### config.mk
export PLATFORM = sky130hd
export DESIGN_NAME = operand_fetch_flat
export DESIGN_NICKNAME = d
export VERILOG_FILES = /design/src/rtl/operand_fetch_if.sv /design/src/rtl/operand_fetch.sv /design/src/flat_wrapper.sv
export SDC_FILE = /design/constraint.sdc
export NUM_CORES = 1
export LEC_CHECK = 0
export CAP_MARGIN = 20
export CORE_UTILIZATION = 35
export CTS_CLUSTER_DIAMETER = 100
export DETAILED_ROUTE_END_ITERATION = 10
export GPL_TIMING_DRIVEN = 0
export PLACE_DENSITY = 0.69
export SLEW_MARGIN = 20
export SYNTH_ARGS = -nofsm -noshare
export SYNTH_HDL_FRONTEND = slang
export SYNTH_SLANG_ARGS = --single-unit
### constraint.sdc
create_clock -name clk_i -period 4.1 [get_ports clk_i]
set_input_delay 0.82 -clock clk_i [delete_from_list [all_inputs] [get_ports clk_i]]
set_output_delay 0.82 -clock clk_i [all_outputs]
set_load 0.05 [all_outputs]
### src/rtl/operand_fetch_if.sv
// Bundle of decode, register-file, writeback, flush and execute signals around the operand fetch stage.
// Signal directions are named from the stage's point of view (slave = the stage itself).
interface operand_fetch_if #(
    parameter int XLEN = 32,
    parameter int AW   = 5
);
    logic            id_valid_i;
    logic            id_ready_o;
    logic [AW-1:0]   id_rs1_i;
    logic [AW-1:0]   id_rs2_i;
    logic [AW-1:0]   id_rd_i;
    logic            id_use_rs1_i;
    logic            id_use_rs2_i;
    logic            id_wr_rd_i;
    logic [XLEN-1:0] id_imm_i;
    logic [AW-1:0]   rf_addrs1_o;
    logic [AW-1:0]   rf_addrs2_o;
    logic [XLEN-1:0] rf_dators1_i;
    logic [XLEN-1:0] rf_dators2_i;
    logic [AW-1:0]   wb_addrrd_i;
    logic [XLEN-1:0] wb_datord_i;
    logic            wb_writeen_i;
    logic            flush_i;
    logic            ex_valid_o;
    logic            ex_ready_i;
    logic [XLEN-1:0] ex_op1_o;
    logic [XLEN-1:0] ex_op2_o;
    logic [XLEN-1:0] ex_imm_o;
    logic [AW-1:0]   ex_rd_o;
    logic            ex_wr_rd_o;

    modport slave (
        input  id_valid_i, id_rs1_i, id_rs2_i, id_rd_i, id_use_rs1_i, id_use_rs2_i,
               id_wr_rd_i, id_imm_i, rf_dators1_i, rf_dators2_i, wb_addrrd_i,
               wb_datord_i, wb_writeen_i, flush_i, ex_ready_i,
        output id_ready_o, rf_addrs1_o, rf_addrs2_o, ex_valid_o, ex_op1_o, ex_op2_o,
               ex_imm_o, ex_rd_o, ex_wr_rd_o
    );

    modport master (
        output id_valid_i, id_rs1_i, id_rs2_i, id_rd_i, id_use_rs1_i, id_use_rs2_i,
               id_wr_rd_i, id_imm_i, rf_dators1_i, rf_dators2_i, wb_addrrd_i,
               wb_datord_i, wb_writeen_i, flush_i, ex_ready_i,
        input  id_ready_o, rf_addrs1_o, rf_addrs2_o, ex_valid_o, ex_op1_o, ex_op2_o,
               ex_imm_o, ex_rd_o, ex_wr_rd_o
    );
endinterface

### src/rtl/operand_fetch.sv
// Operand fetch stage: register-file read with writeback bypass, per-register pending scoreboard
// for RAW/WAW stalls, and a registered valid/ready output slot towards execute.
module operand_fetch #(
    parameter int XLEN = 32,
    parameter int AW   = 5
) (
    input  logic           clk_i,
    input  logic           rst_ni,
    operand_fetch_if.slave bus
);
    localparam int NREG = 2 ** AW;

    logic [NREG-1:0] pending_q, pending_d;
    logic            ex_valid_q, ex_valid_d;
    logic [XLEN-1:0] ex_op1_q, ex_op1_d;
    logic [XLEN-1:0] ex_op2_q, ex_op2_d;
    logic [XLEN-1:0] ex_imm_q, ex_imm_d;
    logic [AW-1:0]   ex_rd_q, ex_rd_d;
    logic            ex_wr_rd_q, ex_wr_rd_d;

    logic [XLEN-1:0] op1, op2;
    logic            raw_haz, waw_haz, slot, id_ready, fire;

    function automatic logic wbhit(input logic [AW-1:0] r, input logic we,
                                   input logic [AW-1:0] wa);
        return we && (wa == r) && (r != '0);
    endfunction

    function automatic logic [XLEN-1:0] resolve(input logic [AW-1:0] r,
                                                input logic [XLEN-1:0] rf,
                                                input logic we,
                                                input logic [AW-1:0] wa,
                                                input logic [XLEN-1:0] wd);
        if (r == '0) return '0;
        if (we && (wa == r)) return wd;
        return rf;
    endfunction

    assign bus.rf_addrs1_o = bus.id_rs1_i;
    assign bus.rf_addrs2_o = bus.id_rs2_i;

    // A source or destination whose writeback lands this cycle is no longer a hazard.
    always_comb begin
        op1     = resolve(bus.id_rs1_i, bus.rf_dators1_i, bus.wb_writeen_i, bus.wb_addrrd_i, bus.wb_datord_i);
        op2     = resolve(bus.id_rs2_i, bus.rf_dators2_i, bus.wb_writeen_i, bus.wb_addrrd_i, bus.wb_datord_i);
        raw_haz = (bus.id_use_rs1_i && (bus.id_rs1_i != '0) && pending_q[bus.id_rs1_i]
                   && !wbhit(bus.id_rs1_i, bus.wb_writeen_i, bus.wb_addrrd_i))
               || (bus.id_use_rs2_i && (bus.id_rs2_i != '0) && pending_q[bus.id_rs2_i]
                   && !wbhit(bus.id_rs2_i, bus.wb_writeen_i, bus.wb_addrrd_i));
        waw_haz = bus.id_wr_rd_i && (bus.id_rd_i != '0) && pending_q[bus.id_rd_i]
                   && !wbhit(bus.id_rd_i, bus.wb_writeen_i, bus.wb_addrrd_i);
        slot     = !ex_valid_q || bus.ex_ready_i;
        id_ready = rst_ni && slot && !raw_haz && !waw_haz && !bus.flush_i;
        fire     = bus.id_valid_i && id_ready;
    end

    always_comb begin
        ex_valid_d = ex_valid_q;
        ex_op1_d   = ex_op1_q;
        ex_op2_d   = ex_op2_q;
        ex_imm_d   = ex_imm_q;
        ex_rd_d    = ex_rd_q;
        ex_wr_rd_d = ex_wr_rd_q;
        pending_d  = pending_q;

        if (fire) begin
            ex_valid_d = 1'b1;
            ex_op1_d   = op1;
            ex_op2_d   = op2;
            ex_imm_d   = bus.id_imm_i;
            ex_rd_d    = bus.id_rd_i;
            ex_wr_rd_d = bus.id_wr_rd_i;
        end else if (bus.ex_ready_i || bus.flush_i) begin
            ex_valid_d = 1'b0;
        end

        if (wbhit(bus.wb_addrrd_i, bus.wb_writeen_i, bus.wb_addrrd_i))
            pending_d[bus.wb_addrrd_i] = 1'b0;
        // A killed writer will never write back, so release its destination now.
        if (bus.flush_i && ex_valid_q && ex_wr_rd_q)
            pending_d[ex_rd_q] = 1'b0;
        // Applied last so a new claim wins over a same-cycle release.
        if (fire && bus.id_wr_rd_i && (bus.id_rd_i != '0))
            pending_d[bus.id_rd_i] = 1'b1;
    end

    always_ff @(posedge clk_i or negedge rst_ni) begin
        if (!rst_ni) begin
            pending_q  <= '0;
            ex_valid_q <= 1'b0;
            ex_op1_q   <= '0;
            ex_op2_q   <= '0;
            ex_imm_q   <= '0;
            ex_rd_q    <= '0;
            ex_wr_rd_q <= 1'b0;
        end else begin
            pending_q  <= pending_d;
            ex_valid_q <= ex_valid_d;
            ex_op1_q   <= ex_op1_d;
            ex_op2_q   <= ex_op2_d;
            ex_imm_q   <= ex_imm_d;
            ex_rd_q    <= ex_rd_d;
            ex_wr_rd_q <= ex_wr_rd_d;
        end
    end

    assign bus.id_ready_o = id_ready;
    assign bus.ex_valid_o = ex_valid_q;
    assign bus.ex_op1_o   = ex_op1_q;
    assign bus.ex_op2_o   = ex_op2_q;
    assign bus.ex_imm_o   = ex_imm_q;
    assign bus.ex_rd_o    = ex_rd_q;
    assign bus.ex_wr_rd_o = ex_wr_rd_q;
endmodule

### src/flat_wrapper.sv
// flat-port wrapper written by rule: the top's interface ports become plain ports
module operand_fetch_flat 
#(
    parameter int XLEN = 32,
    parameter int AW   = 5
)
  (clk_i, rst_ni, bus_id_valid_i, bus_id_rs1_i, bus_id_rs2_i, bus_id_rd_i, bus_id_use_rs1_i, bus_id_use_rs2_i, bus_id_wr_rd_i, bus_id_imm_i, bus_rf_dators1_i, bus_rf_dators2_i, bus_wb_addrrd_i, bus_wb_datord_i, bus_wb_writeen_i, bus_flush_i, bus_ex_ready_i, bus_id_ready_o, bus_rf_addrs1_o, bus_rf_addrs2_o, bus_ex_valid_o, bus_ex_op1_o, bus_ex_op2_o, bus_ex_imm_o, bus_ex_rd_o, bus_ex_wr_rd_o);
  operand_fetch_if #(.XLEN(XLEN), .AW(AW)) bus_i ();
  input  logic clk_i;
  input  logic rst_ni;
  input wire logic [$bits(bus_i.id_valid_i)-1:0] bus_id_valid_i;
  input wire logic [$bits(bus_i.id_rs1_i)-1:0] bus_id_rs1_i;
  input wire logic [$bits(bus_i.id_rs2_i)-1:0] bus_id_rs2_i;
  input wire logic [$bits(bus_i.id_rd_i)-1:0] bus_id_rd_i;
  input wire logic [$bits(bus_i.id_use_rs1_i)-1:0] bus_id_use_rs1_i;
  input wire logic [$bits(bus_i.id_use_rs2_i)-1:0] bus_id_use_rs2_i;
  input wire logic [$bits(bus_i.id_wr_rd_i)-1:0] bus_id_wr_rd_i;
  input wire logic [$bits(bus_i.id_imm_i)-1:0] bus_id_imm_i;
  input wire logic [$bits(bus_i.rf_dators1_i)-1:0] bus_rf_dators1_i;
  input wire logic [$bits(bus_i.rf_dators2_i)-1:0] bus_rf_dators2_i;
  input wire logic [$bits(bus_i.wb_addrrd_i)-1:0] bus_wb_addrrd_i;
  input wire logic [$bits(bus_i.wb_datord_i)-1:0] bus_wb_datord_i;
  input wire logic [$bits(bus_i.wb_writeen_i)-1:0] bus_wb_writeen_i;
  input wire logic [$bits(bus_i.flush_i)-1:0] bus_flush_i;
  input wire logic [$bits(bus_i.ex_ready_i)-1:0] bus_ex_ready_i;
  output wire logic [$bits(bus_i.id_ready_o)-1:0] bus_id_ready_o;
  output wire logic [$bits(bus_i.rf_addrs1_o)-1:0] bus_rf_addrs1_o;
  output wire logic [$bits(bus_i.rf_addrs2_o)-1:0] bus_rf_addrs2_o;
  output wire logic [$bits(bus_i.ex_valid_o)-1:0] bus_ex_valid_o;
  output wire logic [$bits(bus_i.ex_op1_o)-1:0] bus_ex_op1_o;
  output wire logic [$bits(bus_i.ex_op2_o)-1:0] bus_ex_op2_o;
  output wire logic [$bits(bus_i.ex_imm_o)-1:0] bus_ex_imm_o;
  output wire logic [$bits(bus_i.ex_rd_o)-1:0] bus_ex_rd_o;
  output wire logic [$bits(bus_i.ex_wr_rd_o)-1:0] bus_ex_wr_rd_o;
  assign bus_i.id_valid_i = bus_id_valid_i;
  assign bus_i.id_rs1_i = bus_id_rs1_i;
  assign bus_i.id_rs2_i = bus_id_rs2_i;
  assign bus_i.id_rd_i = bus_id_rd_i;
  assign bus_i.id_use_rs1_i = bus_id_use_rs1_i;
  assign bus_i.id_use_rs2_i = bus_id_use_rs2_i;
  assign bus_i.id_wr_rd_i = bus_id_wr_rd_i;
  assign bus_i.id_imm_i = bus_id_imm_i;
  assign bus_i.rf_dators1_i = bus_rf_dators1_i;
  assign bus_i.rf_dators2_i = bus_rf_dators2_i;
  assign bus_i.wb_addrrd_i = bus_wb_addrrd_i;
  assign bus_i.wb_datord_i = bus_wb_datord_i;
  assign bus_i.wb_writeen_i = bus_wb_writeen_i;
  assign bus_i.flush_i = bus_flush_i;
  assign bus_i.ex_ready_i = bus_ex_ready_i;
  assign bus_id_ready_o = bus_i.id_ready_o;
  assign bus_rf_addrs1_o = bus_i.rf_addrs1_o;
  assign bus_rf_addrs2_o = bus_i.rf_addrs2_o;
  assign bus_ex_valid_o = bus_i.ex_valid_o;
  assign bus_ex_op1_o = bus_i.ex_op1_o;
  assign bus_ex_op2_o = bus_i.ex_op2_o;
  assign bus_ex_imm_o = bus_i.ex_imm_o;
  assign bus_ex_rd_o = bus_i.ex_rd_o;
  assign bus_ex_wr_rd_o = bus_i.ex_wr_rd_o;
  operand_fetch #(.XLEN(XLEN), .AW(AW)) u_core (.clk_i(clk_i), .rst_ni(rst_ni), .bus(bus_i));
endmodule
# Word level (Yosys, flattened, before mapping)
# Cells that the tools add are included.
# word_totals
register_bits,135
output_inout_bits,114
# op_classes
magnitude_cmp,8
eq_ne,3
mux,31
bitwise_logic,5
reduce_logical,45
# ops
operator,n
two-way mux 32 bit,11
AND 32 bit,2
NOT 32 bit,2
bitwise OR 32 bit,1
< comparator 5 x 6 -> 1 bit (second input constant),5
logical AND 1 bit,28
nonzero test 5 bit,4
binary-select mux 1 bit (select 5 bit),3
demux 1 bit (select 5 bit),3
== test 5 bit,3
greater-or-equal comparator 5 x 1 -> 1 bit (second input constant),3
two-way mux 1 bit,14
zero test 5 bit,2
zero test 1 bit,7
logical OR 1 bit,3
nonzero test 2 bit,1

# Longest topological paths before layout
# depth
depth_word,14
ltp_mapped,12
ltp_nobuf,7

# Worst setup path before layout
# OpenSTA, ideal clock, no wires.
# synth_path
path_kind,input to output
start,in bus_id_rs2_i[0]
end,out bus_id_ready_o
arrival_ps,2695
required_ps,3280
path_slack_ps,585
cell_stages,6
cell_sequence,buf_6 mux4_2 a2111oi_2 a311o_1 o21ai_1 nor2_1
# synth_via
elab_chain_cells,10
elab_cells_between_ends,15
# synth_rtl
item,line,rtl
"start, declared",flat_wrapper.sv:13,input wire logic [$bits(bus_i.id_rs2_i)-1:0] bus_id_rs2_i;
"parallel branches: the longest is 4 deep, another holds binary-select mux 1 bit (select 5 bit)",--,
logical AND 1 bit *,operand_fetch.sv:49,"&& !wbhit(bus.id_rs2_i, bus.wb_writeen_i, bus.wb_addrrd_i));"
logical OR 1 bit *,operand_fetch.sv:48,|| (bus.id_use_rs2_i && (bus.id_rs2_i != '0) && pending_q[bus.id_rs2_i]
zero test 1 bit *,operand_fetch.sv:53,id_ready = rst_ni && slot && !raw_haz && !waw_haz && !bus.flush_i;
logical AND 1 bit * (3 in series),operand_fetch.sv:53,
"end, declared",flat_wrapper.sv:26,output wire logic [$bits(bus_i.id_ready_o)-1:0] bus_id_ready_o;
# Mark *: on every way between the ends. The select of a mux whose other input is x is not followed.

# Final worst setup path
# layout_path
start,in bus_id_rs1_i[0]
end,out bus_id_ready_o
# layout_via
elab_chain_cells,10
elab_cells_between_ends,15
# layout_rtl
item,line,rtl
"start, declared",flat_wrapper.sv:12,input wire logic [$bits(bus_i.id_rs1_i)-1:0] bus_id_rs1_i;
"parallel branches: the longest is 4 deep, another holds binary-select mux 1 bit (select 5 bit)",--,
logical AND 1 bit *,operand_fetch.sv:47,"&& !wbhit(bus.id_rs1_i, bus.wb_writeen_i, bus.wb_addrrd_i))"
logical OR 1 bit *,operand_fetch.sv:48,
zero test 1 bit *,operand_fetch.sv:53,
logical AND 1 bit * (3 in series),operand_fetch.sv:53,
# Marked as above.

==> results.toml <==
[setup_path]
critPathCaptureType = "output port"
critPathLaunchType = "primary input"
worstPathArrival_ns = 3.14
worstRegToRegCells = 9
worstPathMaxFanout = 10
worst-setup-path-type = "primary input to output port"
required_ns = 3.28

[logic_synthesis]
synth-edff-count = 0
yosys.area_share.simple = 0.0975
synth_top_family_by_area = "multiplexers"
syn_inst = 646
synth_common_cells = "dfrtp_1, mux2_2, nor2_1"
synth_flop_cell = "dfrtp_1"
ys_warn_count = 0
synth_area_um2 = 7690
yosysUniqueCellTypes = 51
synth_compound_area_frac = 0.128
ys_seq_area_frac = 0.439
yosysMostFrequentCell = "dfrtp_1"
synth-seq-cells = 135
yosys.area_share.xor_xnor = 0.0171
syn_area_per_cell_um2 = 11.9
async_reset_ff_frac = 1.00
synthTopCellsByArea = "dfrtp_1, mux2_2, mux2i_1"
synth_fa_ha_area_frac = 0
synth_top_area_frac = 0.439
yosysTopAreaCell = "dfrtp_1"
syn-num-nets = 803
synthMuxAreaShare = 0.262

[clock_tree]
cts_made_buffers = 17
clock_latency_ns = 0.43
cts_tree = "done"
clockBufferDepth = 2
cts_hold_buf = 0
clkSlewWorstSetupHoldPaths_ns = 0.07
cts.sinks = 135
h-tree-depth = 4
root_buffer = "clkbuf_16"

[power_and_ir_drop]
clkPwrFrac = 0.276
vdd_drop_max_v = 0.000276
combinationalPowerShare = 0.418
power_leakage_nw = 4.72
internal-power_mw = 3.56
netSwitchingPower_mw = 2.37
netSwitchingFraction = 0.399
seq_power_share = 0.306
p_per_area_nw_per_um2 = 525

[grt]
gr-usage-all-layers = 0.232
grt_max_degree = 84
grt_pass1_vias = 6631
globalRouteOverflowTotal = 0
grt_pass1_wl_um = 39000
antenna_found_initial = 0

[timing]
finalHoldViolCount = 0
finClkSkew_ns = 0.0146
rsz0062_at_grt = "no"
layout_min_cycle_time_ns = 3.96
fmax_mhz = 252
worstMarginPinSlew_ns = 0.805
final-setup-viol-count = 0
drv_slew = 0
relSlewSlack = 0.459
hold_ws_ns = 0.295
setup_ws_ns = 0.137
period_share = 0.967

[placement]
port_buffers = 260
dp.cells = 1182
dp_hpwl_um = 19200
place_area_um2 = 10700
place_congestion = 0.908
pre_cts_ws_ns = -0.564

[route]
postRouteAntennaNets = 0
drc = 0
via_count = 6681
first_iter_violations = 435
drt-pass1-iter-count = 5
avgRoutedWirePerCell_um = 21.6
drt-total-wl_um = 26200
via_per_inst = 5.50

[final_layout]
final_nets = 1084
finish.instance_area_um2 = 11300
syn_to_final_growth_pct = 46.9
diodes = 0
drive_gt1_frac = 0.223
final_cells = 1215
final_core_util = 0.531

[floorplan]
dieArea_um2 = 22600
ioPinCount = 271
die_h_um = 150
core_um2 = 21300
start_util = 0.361
rows = 53
die_x_um = 150

[run_status]
status = "finished clean"

[min_path]
hp-class = "primary input to async pin"

[run]
maxCapViolCount = 0
==> routing by layer <==
metal | wire (um) | global-route usage | up-vias
met5 | 0 | 0 | -
met4 | 822 | 0.0995 | 0
met3 | 2140 | 0.0536 | 65
met2 | 12500 | 0.372 | 373
met1 | 10800 | 0.300 | 3267
li1 | - | - | 2976
==> final cells by class <==
cell class	instances	area (um^2)
plain buffers	64	415
clock buffers	18	429
clock inverters	14	188
fillers	1903	9990
inverters	3	11.3
multi-input cells	444	3890
flip-flops and latches	135	3380
well taps	275	344
repair buffers	262	2640
==> cells in the final DEF, fill, tap and decap left out, types with 6 or more instances in the layout <==
cell type and count:
a22o_1 32, dfrtp_1 135, nor2_1 75, mux2_2 78
mux2i_1 44, nand3_1 13, nand3b_1 14, clkbuf_16 17
buf_4 24, buf_2 16, xor2_1 12, clkdlybuf4s50_1 258
nand2_1 10, o221a_2 28, nor4_1 6, clkbuf_1 20
mux4_2 17, mux2_1 28, a21o_1 28
==> cells by family after synthesis <==
family / after synthesis
compound gates: 112
xor+xnor: 15
simple gates: 150
buf+inv: 67
flops: 135
mux: 167
==> through the flow <==
step | power (mW) | setup TNS [ns]
after floorplan | 3.35 | 0
after detailed placement | 4.32 | -0.931
final | 5.93 | 0
after global routing | 6.14 | 0
after global placement | 4.28 | -1071.75
after CTS | 5.96 | 0
==> critical path, cell delays in order <==
cell             delay (ns)
clkdlybuf4s50_1        0.61
buf_4                  0.27
mux4_2                 0.55
a32oi_1                0.17
nand3_1                0.10
nand4_1                0.10
o21ai_1                0.13
nor2_1                 0.12
buf_2                  0.27
==> power groups by stage <==
stage / Combinational [mW] / Clock, mW / Sequential, mW
6_report: 2.48 / 1.64 / 1.81
5_1_grt: 2.57 / 1.72 / 1.85
4_1_cts: 2.49 / 1.66 / 1.81
3_5_place_dp: 2.48 / 0 / 1.84
3_3_place_gp: 2.46 / 0 / 1.82
2_1_floorplan: 0.552 / 0 / 2.79
==> final timing paths <==
check	end	slack [ns]	startpoint
setup / recovery	bus_id_ready_o	0.14	bus_id_rs1_i[0]
hold / removal	u_core.bus.ex_op1_o[17]	0.30	rst_ni
setup reg to reg	u_core.bus.ex_op2_o[17]	1.22	u_core.pending_q[12]
hold reg to reg	u_core.bus.ex_op2_o[22]	0.48	u_core.bus.ex_op2_o[22]
max in group asynchronous	u_core.bus.ex_wr_rd_o	3.03	rst_ni
min in group clk_i	u_core.bus.ex_op2_o[22]	0.48	u_core.bus.ex_op2_o[22]
==> sequential cells by signal, summed over array words and instances, names as in the netlist <==
register,count
u_core.pending_q,32
u_core.bus.ex_imm_o,32
u_core.bus.ex_op1_o,32
u_core.bus.ex_valid_o,1
u_core.bus.ex_wr_rd_o,1
u_core.bus.ex_rd_o,5
u_core.bus.ex_op2_o,32
==> timing repair <==
| action | CTS | global route |
|---|---|---|
| pin swaps | 1 | 0 |
| setup endpoints to repair | 1 | 1 |
| resized for setup | 4 | 4 |
| buffers inserted | 1 | 0 |
No activity file was read; power rests on OpenSTA's default activity.
